**config.mk**
```make
export PLATFORM = sky130hd
export DESIGN_NAME = binning_stream_arbiter_flat
export DESIGN_NICKNAME = d
export VERILOG_FILES = /design/src/rtl/binning_stream_arbiter_if.sv /design/src/rtl/binning_stream_arbiter.sv /design/src/flat_wrapper.sv
export SDC_FILE = /design/constraint.sdc
export NUM_CORES = 1
export LEC_CHECK = 0
export CORE_MARGIN = 2
export CORE_UTILIZATION = 54
export CTS_CLUSTER_SIZE = 20
export DETAILED_ROUTE_END_ITERATION = 6
export GPL_TIMING_DRIVEN = 0
export PLACE_DENSITY = 0.79
export SYNTH_ARGS = -nofsm -noshare
export SYNTH_HDL_FRONTEND = slang
export SYNTH_SLANG_ARGS = --single-unit
```
**constraint.sdc**
```tcl
create_clock -name clk_in -period 2 [get_ports clk_in]
set_input_delay 0.2 -clock clk_in [delete_from_list [all_inputs] [get_ports clk_in]]
set_output_delay 0.2 -clock clk_in [all_outputs]
set_load 0.02 [all_outputs]
```
**src/rtl/binning_stream_arbiter_if.sv**
```systemverilog
// Stream bundle between two raster pixel sources, the frame arbiter and the
// downstream binning unit. The arbiter takes the slave view; whatever models
// the sources and the binner takes the master view.
interface binning_stream_arbiter_if #(
  parameter int HRES       = 1280,
  parameter int VRES       = 720,
  parameter int DATA_WIDTH = 1
);
  localparam int HCW = (HRES > 1) ? $clog2(HRES) : 1;
  localparam int VCW = (VRES > 1) ? $clog2(VRES) : 1;

  // Source side
  logic [1:0]                 src_valid_in;
  logic [1:0]                 src_sof_in;
  logic [1:0][DATA_WIDTH-1:0] src_data_in;
  logic [1:0]                 src_ready_out;

  // Binner side and status
  logic [DATA_WIDTH-1:0]      pixel_data_out;
  logic [HCW-1:0]             hcount_out;
  logic [VCW-1:0]             vcount_out;
  logic                       data_valid_out;
  logic                       grant_out;
  logic                       busy_out;
  logic                       frame_done_out;
  logic                       sof_err_out;

  modport master (
    output src_valid_in, src_sof_in, src_data_in,
    input  src_ready_out,
    input  pixel_data_out, hcount_out, vcount_out, data_valid_out,
    input  grant_out, busy_out, frame_done_out, sof_err_out
  );

  modport slave (
    input  src_valid_in, src_sof_in, src_data_in,
    output src_ready_out,
    output pixel_data_out, hcount_out, vcount_out, data_valid_out,
    output grant_out, busy_out, frame_done_out, sof_err_out
  );
endinterface

```
**src/rtl/binning_stream_arbiter.sv**
```systemverilog
// Frame-granular round-robin arbiter sharing one binning datapath between two
// raster sources. A source owns the datapath for a whole frame; hcount/vcount
// are regenerated here, and idle cycles are inserted after each non-final
// line and after the last pixel so the binner's pipeline can settle.
module binning_stream_arbiter #(
  parameter int HRES         = 1280,
  parameter int VRES         = 720,
  parameter int DATA_WIDTH   = 1,
  parameter int LINE_GAP     = 4,
  parameter int DRAIN_CYCLES = 8
) (
  input  logic                    clk_in,
  input  logic                    rst_in,
  binning_stream_arbiter_if.slave bus
);
  localparam int HCW = (HRES > 1) ? $clog2(HRES) : 1;
  localparam int VCW = (VRES > 1) ? $clog2(VRES) : 1;
  localparam int GCW = (LINE_GAP > 1) ? $clog2(LINE_GAP) : 1;
  localparam int DCW = (DRAIN_CYCLES > 1) ? $clog2(DRAIN_CYCLES) : 1;

  localparam logic [HCW-1:0] H_LAST     = HCW'(HRES - 1);
  localparam logic [VCW-1:0] V_LAST     = VCW'(VRES - 1);
  localparam logic [GCW-1:0] GAP_LAST   = GCW'((LINE_GAP > 0) ? LINE_GAP - 1 : 0);
  localparam logic [DCW-1:0] DRAIN_LAST = DCW'(DRAIN_CYCLES - 1);
  // With a zero gap the line-end transfer stays in STREAM.
  localparam bit             HAS_GAP    = (LINE_GAP > 0);

  typedef enum logic [1:0] {
    ST_IDLE,
    ST_STREAM,
    ST_LINE_GAP,
    ST_DRAIN
  } state_t;

  state_t                state_reg, state_next;
  logic                  grant_reg, grant_next;
  logic                  last_grant_reg, last_grant_next;
  logic [HCW-1:0]        col_reg, col_next;
  logic [VCW-1:0]        row_reg, row_next;
  logic [GCW-1:0]        gap_cnt_reg, gap_cnt_next;
  logic [DCW-1:0]        drain_cnt_reg, drain_cnt_next;

  logic [DATA_WIDTH-1:0] pixel_data_reg, pixel_data_next;
  logic [HCW-1:0]        hcount_reg, hcount_next;
  logic [VCW-1:0]        vcount_reg, vcount_next;
  logic                  data_valid_reg, data_valid_next;
  logic                  frame_done_reg, frame_done_next;
  logic                  sof_err_reg, sof_err_next;

  logic [1:0]            req_vec;
  logic [1:0]            ready_vec;
  logic                  xfer;

  // A request is a valid pixel flagged as start-of-frame; anything else in
  // IDLE is left sitting on the source.
  assign req_vec = bus.src_valid_in & bus.src_sof_in;

  // Ready depends only on state and owner so it can never loop back through
  // a source's valid logic.
  for (genvar gi = 0; gi < 2; gi++) begin : g_ready
    assign ready_vec[gi] = (state_reg == ST_STREAM) && (grant_reg == 1'(gi));
  end

  assign xfer = (state_reg == ST_STREAM) && bus.src_valid_in[grant_reg];

  // Next-state, counter and output-pixel logic for the frame scheduler.
  always_comb begin
    state_next      = state_reg;
    grant_next      = grant_reg;
    last_grant_next = last_grant_reg;
    col_next        = col_reg;
    row_next        = row_reg;
    gap_cnt_next    = gap_cnt_reg;
    drain_cnt_next  = drain_cnt_reg;
    pixel_data_next = pixel_data_reg;
    hcount_next     = hcount_reg;
    vcount_next     = vcount_reg;
    data_valid_next = 1'b0;
    frame_done_next = 1'b0;
    sof_err_next    = 1'b0;

    case (state_reg)
      ST_IDLE: begin
        col_next = '0;
        row_next = '0;
        if (req_vec != 2'b00) begin
          // On a tie the source not served last goes next.
          grant_next = (req_vec == 2'b11) ? ~last_grant_reg : req_vec[1];
          state_next = ST_STREAM;
        end
      end

      ST_STREAM: begin
        if (xfer) begin
          pixel_data_next = bus.src_data_in[grant_reg];
          hcount_next     = col_reg;
          vcount_next     = row_reg;
          data_valid_next = 1'b1;
          // A repeated sof is flagged but the pixel is still forwarded.
          sof_err_next    = bus.src_sof_in[grant_reg] &&
                            ((col_reg != '0) || (row_reg != '0));
          if (col_reg == H_LAST) begin
            col_next = '0;
            if (row_reg != V_LAST) begin
              row_next     = row_reg + VCW'(1);
              gap_cnt_next = '0;
              if (HAS_GAP) begin
                state_next = ST_LINE_GAP;
              end
            end else begin
              drain_cnt_next  = '0;
              last_grant_next = grant_reg;
              state_next      = ST_DRAIN;
            end
          end else begin
            col_next = col_reg + HCW'(1);
          end
        end
      end

      ST_LINE_GAP: begin
        if (gap_cnt_reg == GAP_LAST) begin
          state_next = ST_STREAM;
        end else begin
          gap_cnt_next = gap_cnt_reg + GCW'(1);
        end
      end

      ST_DRAIN: begin
        if (drain_cnt_reg == DRAIN_LAST) begin
          frame_done_next = 1'b1;
          state_next      = ST_IDLE;
        end else begin
          drain_cnt_next = drain_cnt_reg + DCW'(1);
        end
      end

      default: begin
        state_next = ST_IDLE;
      end
    endcase
  end

  // State, counters and registered outputs; reset drops any partial frame.
  always_ff @(posedge clk_in or negedge rst_in) begin
    if (!rst_in) begin
      state_reg      <= ST_IDLE;
      grant_reg      <= 1'b0;
      last_grant_reg <= 1'b1;
      col_reg        <= '0;
      row_reg        <= '0;
      gap_cnt_reg    <= '0;
      drain_cnt_reg  <= '0;
      pixel_data_reg <= '0;
      hcount_reg     <= '0;
      vcount_reg     <= '0;
      data_valid_reg <= 1'b0;
      frame_done_reg <= 1'b0;
      sof_err_reg    <= 1'b0;
    end else begin
      state_reg      <= state_next;
      grant_reg      <= grant_next;
      last_grant_reg <= last_grant_next;
      col_reg        <= col_next;
      row_reg        <= row_next;
      gap_cnt_reg    <= gap_cnt_next;
      drain_cnt_reg  <= drain_cnt_next;
      pixel_data_reg <= pixel_data_next;
      hcount_reg     <= hcount_next;
      vcount_reg     <= vcount_next;
      data_valid_reg <= data_valid_next;
      frame_done_reg <= frame_done_next;
      sof_err_reg    <= sof_err_next;
    end
  end

  assign bus.src_ready_out  = ready_vec;
  assign bus.pixel_data_out = pixel_data_reg;
  assign bus.hcount_out     = hcount_reg;
  assign bus.vcount_out     = vcount_reg;
  assign bus.data_valid_out = data_valid_reg;
  assign bus.grant_out      = grant_reg;
  assign bus.busy_out       = (state_reg != ST_IDLE);
  assign bus.frame_done_out = frame_done_reg;
  assign bus.sof_err_out    = sof_err_reg;
endmodule

```
**src/flat_wrapper.sv**
```systemverilog
// flat-port wrapper written by rule: the top's interface ports become plain ports
module binning_stream_arbiter_flat 
#(
  parameter int HRES         = 1280,
  parameter int VRES         = 720,
  parameter int DATA_WIDTH   = 1,
  parameter int LINE_GAP     = 4,
  parameter int DRAIN_CYCLES = 8
)
  (clk_in, rst_in, bus_src_valid_in, bus_src_sof_in, bus_src_data_in, bus_src_ready_out, bus_pixel_data_out, bus_hcount_out, bus_vcount_out, bus_data_valid_out, bus_grant_out, bus_busy_out, bus_frame_done_out, bus_sof_err_out);
  binning_stream_arbiter_if #(.HRES(HRES), .VRES(VRES), .DATA_WIDTH(DATA_WIDTH)) bus_i ();
  input  logic clk_in;
  input  logic rst_in;
  input wire logic [$bits(bus_i.src_valid_in)-1:0] bus_src_valid_in;
  input wire logic [$bits(bus_i.src_sof_in)-1:0] bus_src_sof_in;
  input wire logic [$bits(bus_i.src_data_in)-1:0] bus_src_data_in;
  output wire logic [$bits(bus_i.src_ready_out)-1:0] bus_src_ready_out;
  output wire logic [$bits(bus_i.pixel_data_out)-1:0] bus_pixel_data_out;
  output wire logic [$bits(bus_i.hcount_out)-1:0] bus_hcount_out;
  output wire logic [$bits(bus_i.vcount_out)-1:0] bus_vcount_out;
  output wire logic [$bits(bus_i.data_valid_out)-1:0] bus_data_valid_out;
  output wire logic [$bits(bus_i.grant_out)-1:0] bus_grant_out;
  output wire logic [$bits(bus_i.busy_out)-1:0] bus_busy_out;
  output wire logic [$bits(bus_i.frame_done_out)-1:0] bus_frame_done_out;
  output wire logic [$bits(bus_i.sof_err_out)-1:0] bus_sof_err_out;
  assign bus_i.src_valid_in = bus_src_valid_in;
  assign bus_i.src_sof_in = bus_src_sof_in;
  assign bus_i.src_data_in = bus_src_data_in;
  assign bus_src_ready_out = bus_i.src_ready_out;
  assign bus_pixel_data_out = bus_i.pixel_data_out;
  assign bus_hcount_out = bus_i.hcount_out;
  assign bus_vcount_out = bus_i.vcount_out;
  assign bus_data_valid_out = bus_i.data_valid_out;
  assign bus_grant_out = bus_i.grant_out;
  assign bus_busy_out = bus_i.busy_out;
  assign bus_frame_done_out = bus_i.frame_done_out;
  assign bus_sof_err_out = bus_i.sof_err_out;
  binning_stream_arbiter #(.HRES(HRES), .VRES(VRES), .DATA_WIDTH(DATA_WIDTH), .LINE_GAP(LINE_GAP), .DRAIN_CYCLES(DRAIN_CYCLES)) u_core (.clk_in(clk_in), .rst_in(rst_in), .bus(bus_i));
endmodule
```
==> run summary <==
Longest Clk Path Bufs -> 2
# H-tree levels -> 2
clock share of power -> 0.224
Num CTS Buffers -> 5
mux cell area share after synthesis -> 0.119
cell accounting for the most synthesized area -> dfrtp_1
synth warn -> 0
# setup viols final -> 0
largest net degree at the start of global routing -> 36
wire length per cell -> 16.2 um
crit path buf inv count -> 0
min Tclk post-route -> 1.93 ns
initial antenna violation count -> 0
CTS tree -> built
Placer Congestion -> 0.936
Antenna diodes -> 0
vias in the first global route -> 2059
starting density of the core -> 0.569
switching share of total power -> 0.331
fill count -> 365
number of flops mapped to enable cells by yosys -> 0
share of cells above drive strength 1 -> 0.205
ANT nets after route -> 0
nets -> 317
cells after synthesis -> 257
sequential power share -> 0.467
Final Skew -> 0.00868 ns
post-synth top area share -> 0.496
Worst slew margin -> 0.624
grt ovf -> 0
die span in x -> 75.0 um
top cells by count, synth -> dfrtp_1 (54), mux2_2 (24), nand2_1 (20), o21ai_0 (18)
Post-Syn Area -> 2730 um2
sum of net half-perimeters after detailed placement -> 4.27 mm
status -> completed
Total Routing Usage GR -> 0.229
combinational share of power -> 0.310
final worst setup slack -> 0.0688 ns
DRT iter0 DRCs -> 159
DR vias -> 2153
worst-case reg-to-reg path depth -> 4
Pins Over Slew Limit -> 0
Via density -> 5.82
Synth Area in Simple Gates -> 0.186
fin crit share -> 0.966
Design Power -> 2970 uW
Worst-path clk slew -> 0.09 ns
final core utilization -> 0.707
routed wire length -> 5.98 mm
Worst setup EP type -> flop
placed instance area -> 3180 um2
Worst EP arrival -> 2.12 ns
Crit path largest cell delay -> 0.47 ns
Die H -> 75.0 um
reg2reg end -> u_core.gap_cnt_reg[0]$_DFFE_PN0P_
# rows -> 25
compound-gate portion of the synthesized area -> 0.127
Synth area leaders -> dfrtp_1 (50%), mux2_2 (9.9%), o21ai_0 (3.3%), ha_1 (3.2%), nand2_1 (2.8%)
router iterations before antenna repair -> 4
switching power -> 982 uW
worst-margin pin slew -> 0.564 ns
Data required, critical path -> 2.19 ns
Avg Synthesized Cell Area -> 10.6 um2
syn_nets -> 272
cell area after layout -> 3390 um2
post-synthesis register bit count -> 55
area delta synth->final -> 24.2%
LEAKAGE -> 0.00153 uW
ys flop type -> dfrtp_1
num ports -> 37
FF-to-FF setup slack -> 0.07 ns
Max Cap Viol -> 0
first-pass GRT wire length -> 9.82 mm
clock insertion delay at the later pin of the skew report -> 0.30 ns
number of unique standard cell types used by synthesis -> 45
Clock Sinks -> 55
Pwr Density -> 876 nW/um2
DR DRC count -> 0
final hold vios -> 0
VDD IR-drop max -> 0.590 mV
worst min path class -> in2async
top-count cell post-synth -> dfrtp_1
slowest CP cell -> dfrtp_2
internal power -> 1980 uW
FF-to-FF Start -> u_core.col_reg[8]$_DFFE_PN0P_
register area share after synthesis -> 0.506
crit-path max FO -> 8
largest family of logic cells by synthesized area -> simple AND/OR/NAND/NOR gates
pre-CTS setup slack -> -0.317 ns
Post-synth ARST share -> 1.00
root buffer cell -> clkbuf_8
WS Path Type -> reg2reg
core area -> 4790 um2
Buffers on Ports -> 36
die area -> 5630 um2
FMAX -> 0.518 GHz
crit-path cells -> or3b_4 -> o31ai_4 -> o211ai_1 -> mux2_2
Synth Area in Adders -> 0.0321
Crit path max-delay family -> compound AO/OA/AOI/OAI gates
post-synthesis xor/xnor area fraction -> 0
type of origin of the critical path -> flop
==> through the flow <==
step           hold slack [ns]  cells  TNS [ns]
6_report                 0.392    370         0
4_1_cts                  0.395    369         0
5_1_grt                  0.436    370   -0.0447
2_1_floorplan          -0.0956    257         0
3_3_place_gp             0.489    360    -51.21
3_5_place_dp             0.190    361     -3.70
==> worst reg2reg max path: stages (launching register included) <==
cell and delay [ns]:
dfrtp_2 0.47, or3b_4 0.47, o31ai_4 0.40, o211ai_1 0.19, mux2_2 0.29
==> power groups by stage <==
stage          registers [uW]  clock network (uW)  logic [uW]
6_report                 1380                 664         919
5_1_grt                  1400                 735        1010
4_1_cts                  1370                 684         905
3_5_place_dp             1390                   0         904
3_3_place_gp             1390                   0         880
2_1_floorplan            1470                   0         447
==> cells in the final DEF, fill, tap and decap left out, types with 2 or more instances in the layout <==
| cell | Yosys | final |
|---|---|---|
| and3_1 | 6 | 5 |
| clkbuf_2 | 0 | 4 |
| nand3_1 | 12 | 11 |
| dfrtp_1 | 54 | 51 |
| mux2_2 | 24 | 24 |
| mux2i_1 | 3 | 3 |
| o31ai_1 | 3 | 3 |
| nor2_1 | 12 | 12 |
| nand4_1 | 9 | 9 |
| clkdlybuf4s50_1 | 0 | 32 |
| a21oi_1 | 10 | 10 |
| dlygate4sd2_1 | 0 | 3 |
| nor3_1 | 9 | 7 |
| o21ai_0 | 18 | 18 |
| clkbuf_8 | 0 | 7 |
| o211ai_1 | 2 | 2 |
| buf_2 | 2 | 3 |
| and2_1 | 5 | 5 |
| a22o_1 | 4 | 4 |
| a211o_1 | 2 | 2 |
| nand2_1 | 20 | 19 |
| nor3_2 | 0 | 2 |
| nor4_1 | 4 | 4 |
| and4_1 | 2 | 2 |
| a31oi_1 | 5 | 5 |
| or4_1 | 3 | 3 |
| nor2b_1 | 4 | 3 |
| inv_1 | 11 | 10 |
| ha_1 | 7 | 6 |
| dfrtp_2 | 0 | 3 |
==> cell type report <==
cell class              count  area [um2]  area share
multi-input cells         182        1340       0.395
flip-flops and latches     55        1380       0.408
well taps                  67        83.8      0.0248
plain buffers               8        48.8      0.0144
repair buffers             39         389       0.115
inverters                  11        41.3      0.0122
clock inverters             1        7.51     0.00222
clock buffers               7        96.3      0.0285
==> timing repair <==
action,CTS,global route
setup buffers,0,1
hold buffers,1,0
hold endpoints to repair,19,0
pin swaps,0,2
resized for setup,15,14
setup endpoints to repair,30,27
==> cells by family (layout without fill, tap and decap cells) <==
| family | after synthesis | count (layout) |
|---|---|---|
| flip-flops | 55 | 55 |
| AND/OR/NAND/NOR | 92 | 92 |
| AO/OA/AOI/OAI | 54 | 54 |
| multiplexers | 29 | 29 |
| adder cells (fa/ha/maj) | 7 | 7 |
| buffers and inverters | 20 | 66 |
==> worst max path at each step <==
stage | cells past startpoint | endpoint | slack (ns) | start
3_5_place_dp | 6 | u_core.gap_cnt_reg[0]$_DFFE_PN0P_ | -0.32 | bus_src_valid_in[0]
5_1_grt | 6 | u_core.row_reg[3]$_DFFE_PN0P_ | -0.02 | u_core.col_reg[0]$_DFFE_PN0P_
6_report | 4 | u_core.gap_cnt_reg[0]$_DFFE_PN0P_ | 0.07 | u_core.col_reg[8]$_DFFE_PN0P_
4_1_cts | 5 | u_core.bus.hcount_out[4]$_DFFE_PN0P_ | 0.002 | u_core.state_reg[1]$_DFFE_PN0P_
3_3_place_gp | 1 | u_core.bus.pixel_data_out$_DFFE_PN0P_ | -0.89 | rst_in
2_1_floorplan | 6 | u_core.gap_cnt_reg[0]$_DFFE_PN0P_ | 0.11 | u_core.bus.grant_out$_DFFE_PN0P_
==> layer usage <==
layer,vias up,part of all wire,track usage
li1,1043,-,-
met1,1056,0.46,0.315
met2,48,0.50,0.374
met3,6,0.035,0.0442
met4,0,0.0087,0.0575
met5,-,0,0
(Power assumes the default switching activity.)
